## src/rtl/onehot_stream_if.sv

```systemverilog
// Handshake bundle for the streaming index-to-one-hot decoder: index beats in,
// decoded one-hot beats out.
interface onehot_stream_if #(
  parameter int OUT_W = 4
);
  localparam int IDX_W = $clog2(OUT_W);

  logic             in_valid;
  logic             in_ready;
  logic [IDX_W-1:0] in_idx;
  logic             in_en;
  logic             out_valid;
  logic             out_ready;
  logic [OUT_W-1:0] out_onehot;
  logic             out_err;

  modport master (
    output in_valid, in_idx, in_en, out_ready,
    input  in_ready, out_valid, out_onehot, out_err
  );

  modport slave (
    input  in_valid, in_idx, in_en, out_ready,
    output in_ready, out_valid, out_onehot, out_err
  );
endinterface

```

## src/rtl/onehot_decoder_stream.sv

```systemverilog
// Registered binary-index to one-hot decoder behind a 2-entry FIFO. Decoding is
// done at accept time so only the decoded word and its error flag are stored.
module onehot_decoder_stream #(
  parameter int OUT_W = 4,
  parameter int CNT_W = 8
) (
  input  logic              clk,
  input  logic              rst,
  onehot_stream_if.slave    s,
  output logic [CNT_W-1:0]  err_cnt,
  output logic              busy
);
  localparam int IDX_W = $clog2(OUT_W);
  localparam logic [IDX_W:0] OUT_W_C = (IDX_W + 1)'(OUT_W);

  typedef struct packed {
    logic [OUT_W-1:0] onehot;
    logic             err;
  } beat_t;

  beat_t            mem_q [2];
  beat_t            dec;
  beat_t            head;
  logic             wr_ptr_q, rd_ptr_q;
  logic [1:0]       count_q, count_d;
  logic             in_ready_q;
  logic [CNT_W-1:0] err_cnt_q, err_cnt_d;
  logic             out_valid;
  logic             accept, xfer;

  // NOTE: every always_comb output gets a default first so no path can infer a latch.
  always_comb begin
    dec = '0;
    if (s.in_en) begin
      if ({1'b0, s.in_idx} < OUT_W_C) dec.onehot[s.in_idx] = 1'b1;
      else                            dec.err              = 1'b1;
    end
  end

  assign out_valid = (count_q != 2'd0);
  assign accept    = s.in_valid & in_ready_q;
  assign xfer      = out_valid & s.out_ready;

  always_comb begin
    count_d   = count_q;
    err_cnt_d = err_cnt_q;
    case ({accept, xfer})
      2'b10:   count_d = count_q + 2'd1;
      2'b01:   count_d = count_q - 2'd1;
      default: count_d = count_q;
    endcase
    if (accept && dec.err && !(&err_cnt_q)) err_cnt_d = err_cnt_q + 1'b1;
  end

  // NOTE: state registers use non-blocking assignments so every flop samples pre-edge values.
  always_ff @(posedge clk or posedge rst) begin
    if (rst) begin
      count_q    <= 2'd0;
      wr_ptr_q   <= 1'b0;
      rd_ptr_q   <= 1'b0;
      in_ready_q <= 1'b1;
      err_cnt_q  <= '0;
    end else begin
      count_q    <= count_d;
      in_ready_q <= (count_d != 2'd2);
      err_cnt_q  <= err_cnt_d;
      if (accept) wr_ptr_q <= ~wr_ptr_q;
      if (xfer)   rd_ptr_q <= ~rd_ptr_q;
    end
  end

  // NOTE: the storage array has no reset; an empty FIFO masks the head to zero instead.
  always_ff @(posedge clk) begin
    if (accept) mem_q[wr_ptr_q] <= dec;
  end

  assign head         = out_valid ? mem_q[rd_ptr_q] : '0;
  assign s.in_ready   = in_ready_q;
  assign s.out_valid  = out_valid;
  assign s.out_onehot = head.onehot;
  assign s.out_err    = head.err;
  assign err_cnt      = err_cnt_q;
  assign busy         = out_valid;

`ifndef SYNTHESIS
  a_onehot0: assert property (@(posedge clk) disable iff (rst) $onehot0(s.out_onehot));
  a_err_zero: assert property (@(posedge clk) disable iff (rst) s.out_err |-> (s.out_onehot == '0));
  a_full_blocks: assert property (@(posedge clk) disable iff (rst) (count_q == 2'd2) |-> !accept);
  a_count_range: assert property (@(posedge clk) disable iff (rst) count_q <= 2'd2);
`endif
endmodule

```

## src/flat_wrapper.sv

```systemverilog
// flat-port wrapper written by rule: the top's interface ports become plain ports
module onehot_decoder_stream_flat 
#(
  parameter int OUT_W = 4,
  parameter int CNT_W = 8
)
  (clk, rst, err_cnt, busy, s_in_valid, s_in_idx, s_in_en, s_out_ready, s_in_ready, s_out_valid, s_out_onehot, s_out_err);
  onehot_stream_if #(.OUT_W(OUT_W)) s_i ();
  input  logic clk;
  input  logic rst;
  output logic [CNT_W-1:0] err_cnt;
  output logic busy;
  input wire logic [$bits(s_i.in_valid)-1:0] s_in_valid;
  input wire logic [$bits(s_i.in_idx)-1:0] s_in_idx;
  input wire logic [$bits(s_i.in_en)-1:0] s_in_en;
  input wire logic [$bits(s_i.out_ready)-1:0] s_out_ready;
  output wire logic [$bits(s_i.in_ready)-1:0] s_in_ready;
  output wire logic [$bits(s_i.out_valid)-1:0] s_out_valid;
  output wire logic [$bits(s_i.out_onehot)-1:0] s_out_onehot;
  output wire logic [$bits(s_i.out_err)-1:0] s_out_err;
  assign s_i.in_valid = s_in_valid;
  assign s_i.in_idx = s_in_idx;
  assign s_i.in_en = s_in_en;
  assign s_i.out_ready = s_out_ready;
  assign s_in_ready = s_i.in_ready;
  assign s_out_valid = s_i.out_valid;
  assign s_out_onehot = s_i.out_onehot;
  assign s_out_err = s_i.out_err;
  onehot_decoder_stream #(.OUT_W(OUT_W), .CNT_W(CNT_W)) u_core (.clk(clk), .rst(rst), .s(s_i), .err_cnt(err_cnt), .busy(busy));
endmodule
```

## config.mk

```make
export PLATFORM = sky130hd
export DESIGN_NAME = onehot_decoder_stream_flat
export DESIGN_NICKNAME = d
export VERILOG_FILES = /design/src/rtl/onehot_stream_if.sv /design/src/rtl/onehot_decoder_stream.sv /design/src/flat_wrapper.sv
export SDC_FILE = /design/constraint.sdc
export NUM_CORES = 1
export LEC_CHECK = 0
export CAP_MARGIN = 20
export CORE_MARGIN = 10
export CORE_UTILIZATION = 40
export DETAILED_ROUTE_END_ITERATION = 8
export GPL_TIMING_DRIVEN = 0
export HOLD_SLACK_MARGIN = 0.08
export PLACE_DENSITY = 0.8
export SYNTH_ARGS = -nofsm -noshare
export SYNTH_HDL_FRONTEND = slang
export SYNTH_SLANG_ARGS = --single-unit
```

## constraint.sdc

```tcl
create_clock -name clk -period 2 [get_ports clk]
set_input_delay 0.5 -clock clk [delete_from_list [all_inputs] [get_ports clk]]
set_output_delay 0.5 -clock clk [all_outputs]
set_load 0.03 [all_outputs]
```

# Word-level counts from Yosys, hierarchy flattened
# Memory sizes are Yosys's and may differ from the RTL's.
# Index checks and enable logic that the tools add are counted.
# totals
ff_bits	13
mem_bits_rw	10
in_bits	7
output_inout_bits	16
wordCells	31
mem_count	1
# classes
add_sub_neg	3
n_lt_le_gt_ge	2
eq_ne	3
n_mux	7
n_bitwise	4
reduce_logical	6
# mem_list
name	words	word_bits	read_ports	rd_clocked_by_memory_dff	wr	line	rtl
u_core.mem_q	2	5	1	0	1	onehot_decoder_stream.sv:21	beat_t mem_q [2];
# ops
cell	count
5-bit 2-to-1 mux	2
8-bit by 1-bit adder with 8-bit output (second input constant)	1
8-bit AND reduction	1
2-bit case mux with 2 select lines	1
1-bit logical AND	3
2-bit by 3-bit less-than comparator with 1-bit output (second input constant)	1
1-bit 2-to-1 mux	3
2-bit by 1-bit adder with 2-bit output (second input constant)	1
1-bit AND	2
1-bit demux with 2-bit select	1
2-bit by 1-bit == test with 1-bit output (second input constant)	1
2-bit == test (second input constant)	1
2-bit by 1-bit >= comparator with 1-bit output (second input constant)	1
2-bit != test (second input constant)	1
1-bit NOT	2
2-bit nonzero test	1
2-bit by 1-bit subtractor with 2-bit output (second input constant)	1
1-bit logical NOT	1

# Logic depth before layout (Yosys ltp)
# Gate-level depths: netlist (run 1).
# logic_depth
depth_word	7
mapped_depth	6
ltp_nobuf	6

# Least setup slack after synthesis (run 1)
# OpenSTA, ideal clock, no wires.
# synth_timing
path_kind	reg2out
from	register u_core.count_q[0]
to	output port s_out_valid
t_arrival_ns	1.079
slack_ns	0.421
stages_incl_launch_ff	4
n_path_buf	1
cell_sequence	dfrtp_1 -> nor2_2 -> inv_1 -> buf_4
# synth_between
elab_chain_cells	1
# synth_lines
element	line	rtl
from (decl)	onehot_decoder_stream.sv:25	logic [1:0] count_q, count_d;
from (signal assigned)	onehot_decoder_stream.sv:64	count_q <= count_d;
2-bit nonzero test	onehot_decoder_stream.sv:40	assign out_valid = (count_q != 2'd0);
to (decl)	flat_wrapper.sv:18	output wire logic [$bits(s_i.out_valid)-1:0] s_out_valid;
# No other way between the ends.

# Worst setup path in the final report (run 1)
# layout_timing
from	register u_core.rd_ptr_q
to	output port s_out_onehot[3]
# layout_between
elab_chain_cells	2
# layout_lines
element	line	rtl
from (decl)	onehot_decoder_stream.sv:24	logic wr_ptr_q, rd_ptr_q;
from (signal assigned)	onehot_decoder_stream.sv:68	if (xfer) rd_ptr_q <= ~rd_ptr_q;
memory read 2 x 5 bit	n/a	
5-bit 2-to-1 mux	onehot_decoder_stream.sv:77	assign head = out_valid ? mem_q[rd_ptr_q] : '0;
to (decl)	flat_wrapper.sv:19	output wire logic [$bits(s_i.out_onehot)-1:0] s_out_onehot;
# No other way between the ends.

==> results of run 1 <==
[where the power goes]
part / switching [W] / internal (W) / total (W)
clock network: 0.0000768 / 0.0000771 / 0.000154
registers: 0.0000643 / 0.000388 / 0.000452
logic: 0.000373 / 0.000257 / 0.000630
[routing by layer]
layer / vias to the layer above / wire length, um / part of all wire / global-route usage
met5: - / 0 / 0 / 0
met1: 187 / 436 / 0.39 / 0.0600
met3: 2 / 134 / 0.12 / 0.0480
li1: 224 / - / - / -
met2: 16 / 542 / 0.48 / 0.106
met4: 0 / 5 / 0.0045 / 0.0282
[final cells by class]
class	count	area [um2]
Buffer	11	80.1
Timing Repair Buffer	14	121
Inverter	3	11.3
Multi-Input combinational cell	38	243
Fill cell	139	672
Clock buffer	4	26.3
Sequential cell	13	368
Tap cell	16	20.0
[flip-flops by register name (all words and copies together), names as in the netlist]
| register | count |
|---|---|
| u_core.count_q | 2 |
| u_core.rd_ptr_q | 1 |
| u_core.s.in_ready | 1 |
| u_core.mem_q | 8 |
| u_core.wr_ptr_q | 1 |
[worst max-delay path: cells and delay by family (launching register included)]
kind	cells	cell delay [ps]
buf+inv	2	570
flops	1	360
mux	1	120
simple gates	1	70
[through the flow]
step | instance area (um2) | worst slack [ps] | util | cells | setup TNS (ps)
after floorplan | 696 | 421 | - | 65 | 0
after CTS | 868 | -15.0 | 0.563 | 98 | -15.0
after global routing | 870 | 6.49 | 0.564 | 99 | 0
final | 870 | 110 | 0.564 | 99 | 0
after detailed placement | 846 | -42.2 | 0.549 | 94 | -42.2
after global placement | 846 | -33.6 | 0.549 | 94 | -33.6
[how the worst max path moves through the flow]
stage / from / endpoint / slack, ps / cells past startpoint
global route: u_core.rd_ptr_q / s_out_onehot[0] / 6 / 4
global placement: u_core.count_q[0] / s_out_valid / -30 / 4
CTS: u_core.count_q[0] / s_out_valid / -10 / 4
detailed placement: u_core.count_q[0] / s_out_valid / -40 / 4
finish: u_core.rd_ptr_q / s_out_onehot[3] / 110 / 4
floorplan: u_core.count_q[0] / s_out_valid / 420 / 3
[timing repair]
item,4_1_cts,5_1_grt
cloned,0,0
endpoints found under the setup margin,7,3
pin swaps,0,1
buffers inserted,0,1
resized for setup,8,7
[layout by cell type (no fill, tap or decap), types with 2 or more instances in the layout]
master	count
nor2_1	7
xor2_1	2
dfrtp_1	3
inv_1	3
dlygate4sd2_1	3
edfxtp_1	8
clkdlybuf4s50_1	6
clkbuf_4	3
xnor2_1	3
clkbuf_2	2
mux2i_1	4
buf_4	12
and3_1	2
conb_1	9
nand2_1	3
[logic make-up after synthesis]
group | count (synthesis) | share of synthesized area
flip-flops | 13 | 0.551
AO/OA/AOI/OAI | 2 | 0.0207
multiplexers | 4 | 0.0602
adder cells (fa/ha/maj) | 1 | 0.0188
AND/OR/NAND/NOR | 17 | 0.141
XOR/XNOR | 5 | 0.0658
other | 1 | 0.00563
buffers and inverters | 14 | 0.137
==> results by group, run 1 <==
Floorplanning
  • DIE AREA: 3700 um2
  • Initial Util: 0.432
  • Rows: 14
  • IO Pins: 23
  • Die H: between 60 and 70 um
  • Core Area: 1540 um2
  • Die X: 60.8 um

Logic synthesis
  • Cell taking the most area after synthesis: edfxtp_1
  • Synth unique cells: 21
  • Sequential area share after synthesis: 0.551
  • Dominant cells by area after synthesis: edfxtp_1 36%, dfrtp_1 15%, buf_4 11%
  • Post-synthesis cell count: between 50 and 60
  • Seq cells post-synth: 13
  • Synth top cells by count: 10 x buf_4, 8 x edfxtp_1, 7 x nor2_1, 4 x dfrtp_1, 4 x mux2i_1
  • Main flop type after synthesis: edfxtp_1
  • Synth Warn #: 0
  • Post-synth top area share: 0.361
  • Fraction of registers with async set/reset: 0.385
  • Most frequent cell after synthesis: buf_4
  • Post-synth EDFFs: 8
  • Post-Syn Area per Cell: between 10 and 15 um2
  • Post-Syn Area: about 670 um2

Clocking
  • CTS sink cnt: 13
  • Clk root buf: clkbuf_4
  • CTS tree: built
  • Worst-Skew Late Latency: around 270 ps
  • CTS Buffer Depth: 2
  • H-tree lvl count: 1
  • TritonCTS Buffers: 3
  • Hold-fix buffers at CTS: 0
  • Worst-path clk slew: approximately 80 ps

GRT
  • GRT overflow: 0
  • First-pass GRT wire length: approximately 1800 um
  • Total GRT Usage: 0.0649
  • Largest net degree at the start of global routing: 8
  • Vias in the first global route: about 410
  • Initial antenna violation count: 0

Timing
  • Peak Freq: 0.529 GHz
  • Final Hold Vio Count: 0
  • Max-slew violation count: 0
  • Final worst path period need: 1890 ps
  • Final setup fails: 0
  • Fin crit share: 0.945
  • Unrepaired setup endpoints after global routing: false
  • Setup Skew: approximately 6.9 ps
  • Hold WS: around 420 ps

Critical path
  • Reg2Reg Capture Point: u_core.s.in_ready
  • CP max stage delay: about 410 ps
  • WP data arrival: 1390 ps
  • Worst-path maximum fanout: 5
  • Slowest CP cell: dlygate4sd2_1
  • R2R cell count: 7
  • Crit Path Category: register to output pin
  • CP Capture Type: output pin
  • Crit path cell chain: buf_2 -> mux2i_1 -> nor2_1 -> dlygate4sd2_1
  • CP Launch Type: register
  • R2R Setup Slk: roughly 430 ps
  • Crit path required time: 1500 ps
  • Reg2reg start: u_core.count_q[0]

Finish
  • Area delta synth->final: 30.6%
  • Share of cells above drive strength 1: 0.265
  • Final net count: 92
  • Antenna Cells: 0

Drt
  • DR DRC count: 0
  • DRT Wirelength: about 1100 um
  • DR iter-0 viols: 5
  • Wire per inst: 11.3 um
  • DR vias/cell: ~4.3
  • Vias: between 400 and 500
  • Final ANT Viol Nets: 0
  • Count of TritonRoute iterations in the first routing pass: 3

Pwr
  • Lkg Pwr: around 0.41 nW
  • Peak supply drop: between 0.7 and 0.8 mV
  • PD cells: ~1400 nW/um2
  • Pwr Total: roughly 0.0012 W

Run status
  • Status: completed

Placement
  • Hpwl dp: between 900 and 1000 um
  • IO buf count: 13
  • RD Place Congestion: slightly above 0.6

Min path
  • Hold Crit Class: input port to asynchronous set/reset pin

Flow run
  • Max_cap viols: 0
Power figures use the tool's default switching activity.
==> run 2, diff against run 1 <==
- CORE_MARGIN: 10 -> 2
- SLEW_MARGIN: default -> 15
- clock period: 2 -> 2.35 ns (I/O delays scaled with it)
==> run 2 against run 1 <==
Against the previous run: sequential power fell by 15%; cell count fell by 1.0%; power fell by 12%; register-to-register slack improved by 380 ps; utilization rose by 0.81 points; die area fell by 46%; critical path depth did not move; combinational power fell by 9.7%; critical path type unchanged; critical endpoint is now s_out_onehot[2]; highest routed layer unchanged.
==> results by group, run 2 (same netlist as run 1, synthesis figures left out) <==
Run status
  • Status: completed

Flow run
  • Max_cap viols: 0

GRT
  • Vias in the first global route: 409
  • GRT overflow: 0
  • Initial antenna violation count: 0
  • First-pass GRT wire length: between 1500 and 2000 um
  • Total GRT Usage: 0.119
  • Largest net degree at the start of global routing: 8

Floorplanning
  • Die X: around 45 um
  • DIE AREA: ~2000 um2
  • Die H: between 40 and 50 um
  • IO Pins: 23
  • Initial Util: 0.432
  • Core Area: 1540 um2
  • Rows: 14

Clocking
  • CTS tree: built
  • CTS Buffer Depth: 2
  • Clk root buf: clkbuf_4
  • CTS sink cnt: 13
  • Worst-path clk slew: 70 ps
  • H-tree lvl count: 1
  • Worst-Skew Late Latency: 270 ps
  • TritonCTS Buffers: 3
  • Hold-fix buffers at CTS: 0

Min path
  • Min-Delay Endpoint: u_core.wr_ptr_q
  • Hold Crit Class: register to register
  • WHS Path Cells: 1
  • Hold_sp: u_core.wr_ptr_q

Placement
  • Placed Area: ~850 um2
  • Worst slack, placed: ~220 ps
  • Hpwl dp: 839 um
  • RD Place Congestion: approximately 0.65
  • IO buf count: 13

Critical path
  • CP max stage delay: around 700 ps
  • WP data arrival: ~1700 ps
  • Reg2reg start: u_core.count_q[0]
  • CP Launch Type: register
  • CP Capture Type: output pin
  • Crit Path Category: register to output pin
  • Crit path cell chain: buf_2 -> mux2i_1 -> nor2_1 -> clkdlybuf4s50_1
  • R2R cell count: 6
  • Reg2Reg Capture Point: u_core.s.in_ready
  • Worst-path maximum fanout: 5
  • Crit path required time: between 1500 and 2000 ps
  • R2R Setup Slk: slightly above 800 ps
  • Slowest CP cell: clkdlybuf4s50_1

Drt
  • Count of TritonRoute iterations in the first routing pass: 2
  • DR vias/cell: roughly 4.5
  • Wire per inst: between 10 and 15 um
  • DR iter-0 viols: 4
  • DR DRC count: 0
  • Vias: between 400 and 500
  • DRT Wirelength: 1010 um
  • Final ANT Viol Nets: 0

Timing
  • Fin crit share: 0.966
  • Final Hold Vio Count: 0
  • Setup Skew: between 5 and 6 ps
  • Max-slew violation count: 0
  • Setup TNS: 0 ps
  • Post-route setup slack: between 80 and 90 ps
  • Final worst path period need: about 2300 ps
  • Peak Freq: about 0.44 GHz
  • Unrepaired setup endpoints after global routing: false
  • Hold WS: about 510 ps
  • Final setup fails: 0

Finish
  • Commonest cells after routing, fill and taps aside: 11 x clkdlybuf4s50_1, 10 x buf_4, 9 x conb_1
  • Post-Layout Inst Area: 882 um2
  • Top reg by flops: u_core.mem_q
  • Max FFs per register: 8
  • Share of cells above drive strength 1: 0.207
  • Commonest non-fill, non-tap cell in the layout: clkdlybuf4s50_1
  • Largest registers: u_core.mem_q (8), u_core.count_q (2)
  • Area delta synth->final: 32.5%
  • Antenna Cells: 0
  • Final net count: 91

Pwr
  • PD cells: roughly 1200 nW/um2
  • Lkg Pwr: around 0.42 nW
  • Peak supply drop: 0.667 mV
[run 2: changes by cell type in the layout (fill, tap and decap cells not counted)]
cell and delta:
dfrtp_2 -1, dlymetal6s2s_1 +2, dlygate4sd2_1 -3, clkbuf_2 -2, buf_4 -2, clkdlybuf4s50_1 +5, clkdlybuf4s15_1 -1, dfrtp_1 +1
[run 2: worst max-delay path by stage]
stage	start	end	slack, ps	cells after the start
floorplan	u_core.count_q[0]	s_out_valid	680	3
global placement	u_core.count_q[0]	s_out_valid	230	4
detailed placement	u_core.count_q[0]	s_out_valid	220	4
CTS	u_core.count_q[0]	s_out_valid	20	4
global route	u_core.count_q[0]	s_out_onehot[2]	5	3
finish	u_core.rd_ptr_q	s_out_onehot[2]	80	4
[run 2: critical path, delay by kind of cell, from the launching register on]
kind	cells	cell delay (ps)
simple gates	1	100
flops	1	360
buf+inv	2	840
mux	1	120
[run 2: timing repair]
item                                    4_1_cts  5_1_grt
gates cloned                                  0        0
gates resized for setup                       1        2
setup buffers                                 0        0
endpoints found under the setup margin        1        2
[run 2: power by group]
| group | leakage, nW | switching [W] | total [W] | internal (W) |
|---|---|---|---|---|
| clock network | 0.0150 | 0.0000646 | 0.000130 | 0.0000656 |
| registers | 0.133 | 0.0000563 | 0.000385 | 0.000328 |
| logic | 0.271 | 0.000318 | 0.000569 | 0.000251 |
[run 2: per-stage QoR]
step / cells / power, W / util
after detailed placement: 94 / 0.000956 / 0.549
after global routing: 98 / 0.00115 / 0.572
final: 98 / 0.00108 / 0.572
after floorplan: 65 / 0.000773 / -
after CTS: 98 / 0.00110 / 0.569
after global placement: 94 / 0.000938 / 0.549
[run 2: final cells by class]
class | instances | area, um2
inverter | 3 | 11.3
fill | 136 | 659
sequential | 13 | 367
timing repair buffer | 13 | 135
multi-input combinational | 38 | 243
clock buffer | 4 | 26.3
buffer | 11 | 80.1
tap | 16 | 20.0
[run 2: routing by layer]
layer,vias to the layer above,part of all wire,global-route usage
met2,17,0.54,0.217
met1,194,0.38,0.130
met4,0,0.0040,0.0529
li1,224,-,-
met3,2,0.077,0.0280
met5,-,0,0
==> run 3, diff against run 2 <==
- ABC_AREA: default -> 1
- CELL_PAD_IN_SITES_DETAIL_PLACEMENT: default -> 1
- CELL_PAD_IN_SITES_GLOBAL_PLACEMENT: default -> 2
- CORE_UTILIZATION: 40 -> 27
- MAX_ROUTING_LAYER: default -> met4
- PLACE_DENSITY: 0.8 -> 0.88
==> run 3 against run 2 <==
Against the previous run: critical path depth decreased by 1; register-to-register slack about the same; non-clock buffer count fell by 1; routed wire length is 11% higher; fmax rose by 3.8%; die area is 44% higher; critical path type unchanged; largest cell class unchanged; largest power group unchanged.
==> results by group, run 3 <==
Timing
  • Unrepaired setup endpoints after global routing: false
  • Hold WS: 497 ps
  • Post-route setup slack: 164 ps
  • Setup Skew: slightly above 9 ps
  • Peak Freq: 0.458 GHz
  • Fin crit share: 0.930
  • Max-slew violation count: 0
  • Final setup fails: 0
  • Setup TNS: 0 ps
  • Final worst path period need: approximately 2200 ps
  • Final Hold Vio Count: 0

Logic synthesis
  • Most frequent cell after synthesis: nand2_1
  • Fraction of registers with async set/reset: 0.385
  • Dominant cells by area after synthesis: edfxtp_1 36%, dfrtp_1 15%, buf_4 11%
  • Post-synthesis cell count: 69
  • Sequential area share after synthesis: 0.548
  • Post-Syn Area per Cell: 9.70 um2
  • Synth unique cells: 18
  • Cell taking the most area after synthesis: edfxtp_1
  • Post-Syn Area: 669 um2
  • Synth top cells by count: 14 x nand2_1, 12 x inv_1, 10 x buf_4, 8 x edfxtp_1
  • Synth Warn #: 0
  • Main flop type after synthesis: edfxtp_1
  • Seq cells post-synth: 13
  • Post-synth EDFFs: 8
  • Post-synth top area share: 0.359

Critical path
  • Crit Path Category: register to output pin
  • Crit path required time: between 1500 and 2000 ps
  • Worst-path maximum fanout: 5
  • R2R Setup Slk: 810 ps
  • CP Capture Type: output pin
  • WP data arrival: 1600 ps
  • CP Launch Type: register

Floorplanning
  • DIE AREA: 2890 um2
  • Rows: 18
  • Die X: about 54 um
  • Core Area: 2410 um2
  • IO Pins: 23
  • Die H: 53.8 um
  • Initial Util: 0.278

Flow run
  • Max_cap viols: 0

GRT
  • GRT overflow: 0
  • Largest net degree at the start of global routing: 8
  • Vias in the first global route: between 400 and 500
  • First-pass GRT wire length: 1930 um
  • Initial antenna violation count: 0
  • Total GRT Usage: 0.104

Clocking
  • CTS tree: built
  • H-tree lvl count: 1
  • CTS Buffer Depth: 2
  • CTS sink cnt: 13
  • Clk root buf: clkbuf_4
  • Worst-Skew Late Latency: approximately 280 ps
  • Hold-fix buffers at CTS: 0
  • TritonCTS Buffers: 3
  • Worst-path clk slew: around 80 ps

Finish
  • Final net count: between 100 and 150
  • Largest registers: u_core.mem_q (8), u_core.count_q (2)
  • Seq. cell area: roughly 370 um2
  • Area delta synth->final: 33.1%
  • Share of cells above drive strength 1: 0.191
  • Top reg by flops: u_core.mem_q
  • Antenna Cells: 0
  • Commonest cells after routing, fill and taps aside: 14 x nand2_1, 12 x inv_1, 10 x buf_4
  • Max FFs per register: 8
  • Fillers: 284
  • Area taken by multi-input logic gates: 209 um2
  • Commonest non-fill, non-tap cell in the layout: nand2_1
  • Post-Layout Inst Area: ~900 um2

Run status
  • Status: completed

Drt
  • DR iter-0 viols: 1
  • Final ANT Viol Nets: 0
  • Count of TritonRoute iterations in the first routing pass: 2
  • DR DRC count: 0
  • Vias: 468
  • Wire per inst: ~9.0 um
  • DR vias/cell: around 3.8
  • DRT Wirelength: ~1100 um

Placement
  • RD Place Congestion: between 0.6 and 0.7
  • IO buf count: 13
  • Placed Area: around 870 um2
  • Worst slack, placed: 273 ps
  • Hpwl dp: 959 um

Min path
  • Hold Crit Class: input port to asynchronous set/reset pin

Pwr
  • Sw frac: 0.440
  • PD cells: between 1000 and 1500 nW/um2
  • Comb pwr share: 0.515
  • Clock Power Share: 0.128
  • Lkg Pwr: 0.444 nW
  • Net switching power: roughly 0.00046 W
  • Internal power: 0.000583 W
  • Sequential Power Share: 0.357
  • Peak supply drop: ~0.47 mV
run 3: worst max-delay path: stages (launching register included):
cell and delay, ps:
dfrtp_1 430, nor2_2 210, inv_2 90, clkdlybuf4s50_1 600
run 3: stage by stage:
stage | total power (W) | util | cells
after floorplan | 0.000756 | - | 77
after global placement | 0.000924 | 0.360 | 120
after detailed placement | 0.000949 | 0.360 | 120
after CTS | 0.00106 | 0.369 | 124
after global routing | 0.00113 | 0.370 | 124
final | 0.00104 | 0.370 | 124
run 3: metal layers:
metal	global-route usage	part of all wire	up-vias
met2	0.167	0.48	17
met4	0.115	0.054	0
met5	-	0	-
met1	0.0998	0.40	200
li1	-	-	245
met3	0.0167	0.069	6
run 3: final timing paths:
| kind | to | depth (start not counted) | startpoint |
|---|---|---|---|
| hold reg to reg | u_core.count_q[1] | 2 | u_core.count_q[1] |
| hold / removal | u_core.count_q[0] | 2 | rst |
| setup / recovery | busy | 3 | u_core.count_q[0] |
| min in group clk | u_core.count_q[1] | 2 | u_core.count_q[1] |
| setup reg to reg | u_core.count_q[0] | 7 | u_core.count_q[0] |
| max in group asynchronous | u_core.s.in_ready | 2 | rst |
run 3: layout make-up:
type	instances	share of cell area
Multi-Input combinational cell	41	0.235
Clock buffer	4	0.0295
Tap cell	30	0.0421
Buffer	10	0.0843
Timing Repair Buffer	13	0.143
Sequential cell	13	0.412
Inverter	13	0.0548
run 3: cells by family (layout without fill, tap and decap cells):
logic type      after synthesis  count (layout)  share of synthesized area
flops                        13              13                      0.548
other cells                   1               9                    0.00560
fa+ha+maj                     1               1                     0.0187
xor+xnor                      3               3                     0.0505
buf+inv                      23              40                      0.185
compound gates                4               4                     0.0299
simple gates                 24              24                      0.163
run 3: power groups by stage:
stage | Clock (W) | Sequential [W] | Combinational, W
5_1_grt | 0.000148 | 0.000382 | 0.000599
4_1_cts | 0.000138 | 0.000374 | 0.000547
6_report | 0.000133 | 0.000371 | 0.000536
3_3_place_gp | 0 | 0.000373 | 0.000551
2_1_floorplan | 0 | 0.000378 | 0.000378
3_5_place_dp | 0 | 0.000380 | 0.000569
run 3: what timing repair did:
action	4_1_cts	5_1_grt
setup endpoints to repair	4	1
cloned	0	0
buffers inserted	0	0
gates resized for setup	4	1
